## config.mk

```make
export PLATFORM = sky130hd
export DESIGN_NAME = pipe_ctrl
export DESIGN_NICKNAME = d
export VERILOG_FILES = /design/src/rtl/pipe_ctrl.sv
export SDC_FILE = /design/constraint.sdc
export NUM_CORES = 1
export LEC_CHECK = 0
export ABC_AREA = 1
export ABC_CLOCK_PERIOD_IN_PS = 1700
export CAP_MARGIN = 10
export CORE_MARGIN = 2
export CORE_UTILIZATION = 31
export CTS_CLUSTER_SIZE = 8
export DETAILED_ROUTE_END_ITERATION = 6
export GPL_TIMING_DRIVEN = 1
export PLACE_DENSITY = 0.81
export SLEW_MARGIN = 20
export SYNTH_ARGS = -nofsm -noshare
export SYNTH_HDL_FRONTEND = slang
export SYNTH_SLANG_ARGS = --single-unit
export TNS_END_PERCENT = 100
```

## constraint.sdc

```tcl
create_clock -name clk -period 1.7 [get_ports clk]
set_input_delay 0.255 -clock clk [delete_from_list [all_inputs] [get_ports clk]]
set_output_delay 0.255 -clock clk [all_outputs]
set_load 0.02 [all_outputs]
```

## src/rtl/pipe_ctrl.sv

```systemverilog
// pipe_ctrl: LC-3b five-stage sequencer, memory handshakes, load-use and branch flush.
// Define PIPE_CTRL_PERF_EN to build the stall_cycles/flush_count counters.
module pipe_ctrl (
  input  logic        clk,
  input  logic        reset_n,
  input  logic [2:0]  id_src1,
  input  logic [2:0]  id_src2,
  input  logic        id_use_src1,
  input  logic        id_use_src2,
  input  logic [2:0]  ex_dest,
  input  logic        ex_load,
  input  logic        mem_read,
  input  logic        mem_write,
  input  logic        mem_indirect,
  input  logic        mem_br_taken,
  input  logic        imem_resp,
  input  logic        dmem_resp,
  output logic        imem_req,
  output logic        dmem_req,
  output logic        dmem_write,
  output logic        dmem_addr_sel,
  output logic        ind_ptr_load,
  output logic        mdr_load,
  output logic        load_pc,
  output logic        load_if_id,
  output logic        load_id_ex,
  output logic        load_ex_mem,
  output logic        load_mem_wb,
  output logic        pcmux_sel,
  output logic        bubble_id_ex,
  output logic        flush_if_id,
  output logic        flush_ex_mem,
  output logic [15:0] stall_cycles,
  output logic [15:0] flush_count
);

  typedef enum logic [1:0] {
    RUN, ACC1, ACC2, DONE
  } state_t;

  state_t r_state;
  state_t w_next;
  logic   r_ifetch_done;
  logic   w_fetch_ok;
  logic   w_memop;
  logic   w_haz;
  logic   w_adv_ok;
  logic   w_lu;
  logic   w_adv;
  logic   w_flush;

  // reset_n gates fetch_ok so every RUN-state output is 0 in reset
  assign w_fetch_ok = reset_n & (imem_resp | r_ifetch_done);
  assign w_memop    = mem_read | mem_write;
  assign w_haz      = ex_load &
                      ((id_use_src1 & (id_src1 == ex_dest)) |
                       (id_use_src2 & (id_src2 == ex_dest)));
  assign w_adv_ok   = w_fetch_ok &
                      (((r_state == RUN) & !w_memop) |
                       (r_state == DONE));
  assign w_flush    = w_adv_ok & mem_br_taken;
  assign w_lu       = w_adv_ok & (r_state == RUN) &
                      !mem_br_taken & w_haz;
  assign w_adv      = w_adv_ok & !w_lu;

  assign imem_req     = reset_n & !r_ifetch_done;
  assign load_pc      = w_adv;
  assign load_if_id   = w_adv;
  assign load_id_ex   = w_adv_ok;
  assign load_ex_mem  = w_adv_ok;
  assign load_mem_wb  = w_adv_ok;
  assign pcmux_sel    = w_flush;
  assign flush_if_id  = w_flush;
  assign flush_ex_mem = w_flush;
  assign bubble_id_ex = w_flush | w_lu;

  always_ff @(posedge clk or negedge reset_n) begin
    if (!reset_n) begin
      r_state       <= RUN;
      r_ifetch_done <= 1'b0;
    end else begin
      r_state <= w_next;
      if (w_adv)
        r_ifetch_done <= 1'b0;
      else if (imem_resp)
        r_ifetch_done <= 1'b1;
    end
  end

  always_comb begin
    w_next        = r_state;
    dmem_req      = 1'b0;
    dmem_write    = 1'b0;
    dmem_addr_sel = 1'b0;
    ind_ptr_load  = 1'b0;
    mdr_load      = 1'b0;
    unique case (r_state)
      RUN: begin
        if (w_memop) w_next = ACC1;
      end
      ACC1: begin
        dmem_req   = 1'b1;
        dmem_write = mem_write & !mem_indirect;
        if (dmem_resp) begin
          if (mem_indirect) begin
            ind_ptr_load = 1'b1;
            w_next       = ACC2;
          end else begin
            mdr_load = mem_read;
            w_next   = DONE;
          end
        end
      end
      ACC2: begin
        dmem_req      = 1'b1;
        dmem_addr_sel = 1'b1;
        dmem_write    = mem_write;
        if (dmem_resp) begin
          mdr_load = mem_read;
          w_next   = DONE;
        end
      end
      DONE: begin
        if (w_fetch_ok) w_next = RUN;
      end
      default: w_next = RUN;
    endcase
  end

`ifdef PIPE_CTRL_PERF_EN
  logic [15:0] r_stall;
  logic [15:0] r_flush;

  always_ff @(posedge clk or negedge reset_n) begin
    if (!reset_n) begin
      r_stall <= 16'h0;
      r_flush <= 16'h0;
    end else begin
      if (!w_adv && r_stall != 16'hFFFF)
        r_stall <= r_stall + 16'h1;
      if (w_flush && r_flush != 16'hFFFF)
        r_flush <= r_flush + 16'h1;
    end
  end

  assign stall_cycles = r_stall;
  assign flush_count  = r_flush;
`else
  assign stall_cycles = 16'h0;
  assign flush_count  = 16'h0;
`endif

endmodule
```

Word level (Yosys, flattened, before mapping) --
Cells that the tools add are included.
Word-level totals: register bits 3, input port bits 20, logic and storage cells 56
Operators by class: equal/unequal tests 9, mux-type cells 18, bitwise gates (word level) 18, reductions and logical operators 9
Operators by type and width (number):
- 1-bit AND | 13
- 1-bit two-way mux | 11
- 2-bit two-way mux | 4
- 2-bit != test (second input constant) | 4
- 2-bit case mux with 4 select lines | 1
- 3-bit == test | 2
- 1-bit logical NOT | 5
- 1-bit OR | 5
- 2-bit == test (second input constant) | 2
- 1-bit case mux with 2 select lines | 2
- 4-bit AND reduction | 1
- 2-bit by 1-bit == test with 1-bit output (second input constant) | 1
- 2-bit logical NOT | 1
- 2-bit nonzero test | 1
- 2-bit OR reduction | 1

Depth between registers and ports, before layout --
Gate-level depths: netlist of run 1.
depth in word-level cells 11, mapped depth 8

Worst setup path after synthesis of run 1 --
OpenSTA, ideal clock, no wires.
kind register to output, start register r_state[0], end output mdr_load, data arrival time 2.076 ns, path slack -0.631 ns, stages on the path, launching flop included 5, path buffers 0, path through dfrtp_1 > inv_1 > ha_1 > inv_1 > a2111oi_0
Between the ends: longest elaborated chain between the ends 2
Ends and longest elaborated chain:
- start, declared | RTL line 41 | state_t r_state;
- start signal, assigned | RTL line 82 | r_state <= w_next;
- 2-bit == test / 2-bit by 1-bit == test with 1-bit output (equally long branches) | RTL line 97 | unique case (r_state)
- 1-bit case mux with 2 select lines * | RTL line 97
- end, declared | RTL line 23 | output logic mdr_load,
Every way passes the cells marked *; elsewhere a longest branch is shown, timed or not.

Final worst setup path of run 1 --
Same ends and word-level chain as after synthesis.

==> results of run 1 <==
==> kinds of logic (layout without fill, tap and decap cells) <==
| logic type | count (synthesis) | after routing | synth area share |
|---|---|---|---|
| buffers and inverters | 58 | 93 | 0.481 |
| other | 1 | 32 | 0.00505 |
| AOI/OAI and AO/OA | 10 | 10 | 0.0944 |
| and+or+nand+nor | 40 | 40 | 0.234 |
| adders and majority gates | 5 | 5 | 0.0843 |
| DFF | 3 | 3 | 0.101 |
==> power by group <==
part           total [mW]  switching [mW]  internal, mW  leakage, nW
Sequential          0.141          0.0309         0.110       0.0340
Clock               0.131          0.0431        0.0883       0.0150
Combinational        1.56           0.779         0.779        0.694
==> routing by layer <==
layer  vias up  routed length [µm]  GRT usage
li1        411                   -          -
met1       366                 757      0.160
met2        40                1250      0.358
met3         6                 144     0.0508
met4         0                  70     0.0684
met5         -                   0          0
==> placed cells by master (no fill, tap or decap) <==
cell / Yosys / final
nand3_4: 0 / 2
a211oi_2: 0 / 1
inv_2: 0 / 3
ha_1: 5 / 1
buf_6: 0 / 11
dlygate4sd2_1: 0 / 1
conb_1: 1 / 32
nor3_2: 0 / 1
a211oi_1: 2 / 1
nand2_2: 3 / 3
clkbuf_1: 0 / 1
dfrtp_1: 3 / 3
clkdlybuf4s50_1: 0 / 19
inv_4: 0 / 2
inv_1: 21 / 16
nor2_4: 1 / 3
nor2_2: 2 / 1
a21oi_2: 1 / 1
nand2_1: 22 / 20
clkbuf_4: 0 / 3
a2111oi_4: 0 / 1
clkdlybuf4s15_1: 0 / 2
ha_4: 0 / 4
o21ai_1: 0 / 4
nand2_4: 0 / 2
buf_4: 37 / 35
o211ai_4: 0 / 1
nor2_1: 9 / 8
a21oi_4: 0 / 1
==> how the worst max path moves through the flow <==
stage / start / to / slack (ns) / depth (start not counted)
detailed placement: reset_n / flush_if_id / -0.51 / 7
global placement: reset_n / load_pc / -0.47 / 7
floorplan: r_state[0]$_DFFE_PN0P_ / load_pc / -0.03 / 8
finish: r_state[0]$_DFFE_PN0P_ / mdr_load / -0.13 / 6
global route: r_state[0]$_DFFE_PN0P_ / mdr_load / -0.21 / 6
CTS: r_state[1]$_DFFE_PN0P_ / flush_if_id / -0.13 / 9
==> what timing repair did <==
| action | in CTS | in global routing |
|---|---|---|
| gates resized for setup | 93 | 17 |
| endpoints found under the hold margin | 0 | 0 |
| hold buffers | 0 | 0 |
| setup endpoints to repair | 15 | 15 |
| pin swaps | 10 | 12 |
| setup buffers | 10 | 5 |
==> synth_stat cells <==
master	n	share of area
a2111oi_0	1	0.012
a21oi_1	1	0.0067
a211oi_1	2	0.020
nand2_2	3	0.025
o211ai_2	1	0.017
nand3_1	2	0.013
nor2_2	2	0.017
dfrtp_1	3	0.10
o21ai_0	4	0.027
buf_4	37	0.37
inv_1	21	0.11
nor2_4	1	0.015
a21oi_2	1	0.012
conb_1	1	0.0051
ha_1	5	0.084
nor2_1	9	0.046
nor3_1	1	0.0067
nand2_1	22	0.11
==> flip-flops by register name (all words and copies together), names as in the netlist <==
name	cells
r_state	2
r_ifetch_done	1
==> stage by stage <==
| stage | utilization | power, mW | TNS [ns] |
|---|---|---|---|
| 4_1_cts | 0.593 | 1.66 | -0.684 |
| 5_1_grt | 0.629 | 1.96 | -1.30 |
| 6_report | 0.629 | 1.83 | -0.545 |
| 3_3_place_gp | 0.515 | 1.24 | -4.82 |
| 3_5_place_dp | 0.515 | 1.27 | -5.21 |
| 2_1_floorplan | - | 0.780 | -0.0577 |
==> area by class of cell <==
class / instances / area (µm²)
Multi-Input combinational cell: 87 / 578
Clock buffer: 4 / 26.3
Fill cell: 190 / 830
Inverter: 21 / 83.8
Timing Repair Buffer: 68 / 606
Tap cell: 28 / 35.0
Sequential cell: 3 / 75.1
==> reports/metrics.csv, run 1 <==
stage,metric,value,unit
run_status,outcome,"finished, violations left",
run_status,failing checks,setup timing,
placed_design,placed instance count,195,
drt,vias,823,
power,Power Density,1300,nW/µm²
worst_setup_path,worst flop-to-flop path startpoint,r_state[1]$_DFFE_PN0P_,
drt,Routed WL per cell,10.5,µm
final_layout,fin area,1400,µm²
timing,min Tclk post-route,1.83,ns
final_layout,final cell count without fillers,211,
clocking,Num CTS Buffers,3,
placed_design,Port Buffers,34,
worst_setup_path,WS Path Type,register to primary output,
drt,initial DRC count,7,
final_layout,Ant. Diodes,0,
clocking,clk_lat worst skew,0.24,ns
worst_setup_path,slowest cell delay on critical path,0.39,ns
yosys,Netlist cell types,18,
clocking,Worst-path clk slew,0.04,ns
timing,fin. max-slew vios,0,
clocking,clk root buf,clkbuf_4,
power,leakage,0.743,nW
clocking,CTS sink count,3,
worst_setup_path,R2R Path End,r_state[0]$_DFFE_PN0P_,
floorplan,floorplan die area,2800,µm²
worst_setup_path,r2r worst-path depth,10,
drt,# DRC,0,
final_layout,synth-to-layout area growth,89.2,%
grt,largest net degree at the start of global routing,6,
placed_design,Post-DP Area,1150,µm²
floorplan,IO Pins,67,
final_layout,nets,209,
floorplan,Starting Density,0.332,
power,VDD IR max,0.000896,V
worst_setup_path,crit-path cells,"inv_2, buf_6, ha_4, inv_4, a2111oi_4, buf_4",
grt,initial antenna violation count,0,
clocking,CTS tree,yes,
yosys,flop and latch count out of synthesis,3,
floorplan,Row Count,17,
yosys,synthesized area per cell,6.34,µm²
grt,Total GRT Usage,0.177,
grt,first-pass GRT wire length,3430,µm
placed_design,global placer's final weighted congestion,0.710,
yosys,YS warnings,0,
grt,vias in the first global route,771,
worst_setup_path,CP max-delay cell,dfrtp_1,
drt,Routed Antenna Nets,0,
worst_setup_path,WP data arrival,1.57,ns
worst_setup_path,crit path launch type,register,
timing,final setup fails,8,
floorplan,die width,52.9,µm
grt,grt ovf,0,
clocking,Clock Tree Buf Depth,2,
final_layout,layout cells sized above 1,0.410,
placed_design,Post-Place Worst Slack,-0.505,ns
timing,final period utilization,1.08,
worst_setup_path,worst-path fanout max,2,
yosys,post-synthesis sequential area ratio,0.101,
worst_setup_path,r2r setup slk,0.10,ns
floorplan,Core Area,2230,µm²
worst_setup_path,WP buf/inv,4,
timing,RSZ-0062 raised after global routing,yes,
timing,Final Hold Vio Count,0,
placed_design,dpl hpwl,1530,µm
timing,worst setup slack after layout,-0.130,ns
flow_run,max-cap viol count,0,
yosys,Post-Syn Instances,117,
drt,drt pass-1 iters,4,
timing,Post-Route Skew,0.00714,ns
timing,WHS,0.324,ns
min_path,Hold WC Path Type,input port to async pin,
worst_setup_path,crit-path leading delay family,buffers and inverters,
drt,post-DR vias/cell,3.90,
clocking,H-tree Lvls,1,
drt,final WL,2220,µm
timing,Fmax,546,MHz
worst_setup_path,nature of the critical path endpoint,primary output,
yosys,Netlist Area Pre-Place,742,µm²
worst_setup_path,CP required,1.44,ns
floorplan,Die H,52.9,µm
Power figures use the tool's default switching activity.
==> run 2: changes to the inputs <==
--- a/config.mk
+++ b/config.mk
@@ -6,7 +6,7 @@
 export NUM_CORES = 1
 export LEC_CHECK = 0
 export ABC_AREA = 1
-export ABC_CLOCK_PERIOD_IN_PS = 1700
+export ABC_CLOCK_PERIOD_IN_PS = 1950
 export CAP_MARGIN = 10
 export CORE_MARGIN = 2
 export CORE_UTILIZATION = 31
==> constraint.sdc (replaced) <==
create_clock -name clk -period 1.95 [get_ports clk]
set_input_delay 0.2925 -clock clk [delete_from_list [all_inputs] [get_ports clk]]
set_output_delay 0.2925 -clock clk [all_outputs]
set_load 0.02 [all_outputs]
==> run 2 against run 1 <==
Cell area decreased by 16%. Setup slack better by 0.22 ns. The run now ends clean. Flip-flop and latch count is the same. Wire length fell by 31%. Via count shrank 14%. Non-clock buffer count fell by 12. Utilization shrank 9.7 points. Die area unchanged. Register-to-register slack gained 0.17 ns.
==> reports/metrics.csv, run 2 (synthesis gave the netlist of run 1 again) <==
stage,metric,value,unit
run_status,outcome,"finished, final reports clean",
clocking,CTS hold repair buffers,0,
timing,final period utilization,0.956,
worst_setup_path,crit path launch type,register,
floorplan,floorplan die area,2800,µm²
drt,# DRC,0,
clocking,CTS tree,yes,
timing,Fmax,537,MHz
min_path,Hold WC Path Type,input port to async pin,
worst_setup_path,r2r worst-path depth,8,
grt,vias in the first global route,578,
placed_design,Post-Place Worst Slack,-0.328,ns
timing,min Tclk post-route,1.86,ns
worst_setup_path,CP required,1.66,ns
floorplan,Row Count,17,
final_layout,Largest register FFs,2,
grt,largest net degree at the start of global routing,6,
timing,Post-Route Skew,0.000259,ns
flow_run,max-cap viol count,0,
final_layout,"commonest non-fill, non-tap cell in the layout",conb_1,
final_layout,largest registers,"r_state: 2 flops, r_ifetch_done: 1 flops",
worst_setup_path,r2r setup slk,0.27,ns
placed_design,global placer's final weighted congestion,0.760,
clocking,CTS sink count,3,
worst_setup_path,R2R Path End,r_state[0]$_DFFE_PN0P_,
placed_design,dpl hpwl,1270,µm
final_layout,Ant. Diodes,0,
worst_setup_path,WS Path Type,register to primary output,
grt,global-route track usage on met2,0.185,
drt,drt pass-1 iters,4,
clocking,H-tree Lvls,1,
clocking,Num CTS Buffers,3,
clocking,clk_lat worst skew,0.24,ns
drt,vias,710,
drt,Routed Antenna Nets,0,
final_layout,layout cells sized above 1,0.333,
grt,first-pass GRT wire length,2320,µm
final_layout,final cell count without fillers,199,
timing,setup TNS,0,ns
worst_setup_path,worst flop-to-flop path startpoint,r_state[1]$_DFFE_PN0P_,
drt,Routed WL per cell,7.66,µm
timing,worst setup slack after layout,0.0864,ns
floorplan,Core Area,2230,µm²
floorplan,Starting Density,0.332,
timing,final setup fails,0,
floorplan,IO Pins,67,
power,leakage,0.682,nW
final_layout,register with the most flip-flops,r_state,
final_layout,nets,197,
power,Pwr Total,1.24,mW
timing,fin. max-slew vios,0,
placed_design,placed instance count,193,
worst_setup_path,worst-path fanout max,5,
final_layout,Fill cells,224,
power,VDD IR max,0.000910,V
grt,Total GRT Usage,0.113,
clocking,Worst-path clk slew,0.04,ns
grt,Global Route met1 Usage,0.137,
placed_design,Port Buffers,34,
power,Power Density,1040,nW/µm²
final_layout,synth-to-layout area growth,59.9,%
timing,Final Hold Vio Count,0,
grt,busiest layer in global routing,met2,
grt,grt ovf,0,
clocking,Clock Tree Buf Depth,2,
floorplan,die width,52.9,µm
grt,initial antenna violation count,0,
floorplan,Die H,52.9,µm
drt,final WL,1530,µm
drt,initial DRC count,8,
drt,post-DR vias/cell,3.57,
final_layout,most frequent cells in the layout,"32 x conb_1, 24 x buf_4, 21 x nand2_1, 19 x clkdlybuf4s50_1, 17 x inv_1",
worst_setup_path,nature of the critical path endpoint,primary output,
clocking,clk root buf,clkbuf_4,
grt,met3 Usage GRT,0.0367,
worst_setup_path,WP data arrival,1.57,ns
run 2: changes by cell type in the layout (fill, tap and decap cells not counted), moves of 4 or more:
cell / delta
o21ai_0: +4
clkdlybuf4s15_2: +5
buf_4: -11
buf_6: -10
o21ai_1: -4
run 2: how the worst max path moves through the flow:
| stage | from | endpoint | slack (ns) | cells past startpoint |
|---|---|---|---|---|
| global placement | mem_read | load_if_id | -0.32 | 8 |
| floorplan | r_state[0]$_DFFE_PN0P_ | load_pc | 0.03 | 8 |
| CTS | r_state[1]$_DFFE_PN0P_ | load_pc | -0.01 | 8 |
| finish | r_state[1]$_DFFE_PN0P_ | load_pc | 0.09 | 8 |
| detailed placement | mem_read | load_pc | -0.33 | 8 |
| global route | r_state[0]$_DFFE_PN0P_ | mdr_load | -0.004 | 6 |
run 2: power by group:
group	internal, mW	total, mW	leakage (nW)	switching [mW]
clock network	0.0771	0.115	0.0150	0.0382
logic	0.482	0.990	0.634	0.509
registers	0.0979	0.131	0.0329	0.0327
run 2: repair_timing:
item                                    CTS  global route
cloned                                    0             0
endpoints found under the setup margin   14            13
setup buffers                             1             1
resized for setup                        48            19
pin swaps                                 0             1
run 2: per-layer routing:
metal / part of all wire / up-vias
li1: - / 388
met1: 0.46 / 285
met2: 0.43 / 35
met3: 0.10 / 2
met4: 0.0085 / 0
met5: 0 / -
run 2: critical path, cell delays in order, from the launching register on:
cell     delay, ns
dfrtp_2       0.43
inv_2         0.08
ha_4          0.14
nand3_2       0.10
nand2_2       0.09
nand2_4       0.07
buf_4         0.14
a21oi_2       0.12
buf_4         0.16
run 2: cell type report:
cell class / count / area (µm²) / share of cell area
Clock buffer: 4 / 26.3 / 0.0222
Inverter: 21 / 78.8 / 0.0665
Multi-Input combinational cell: 87 / 482 / 0.406
Sequential cell: 3 / 76.3 / 0.0643
Tap cell: 28 / 35.0 / 0.0295
Timing Repair Buffer: 56 / 488 / 0.411
run 2: through the flow:
stage / area (µm²) / util / hold slack, ns
after floorplan: 865 / - / -0.00309
after global placement: 1110 / 0.498 / 0.575
after detailed placement: 1110 / 0.498 / 0.588
after CTS: 1130 / 0.505 / 0.342
after global routing: 1190 / 0.531 / 0.348
final: 1190 / 0.531 / 0.344
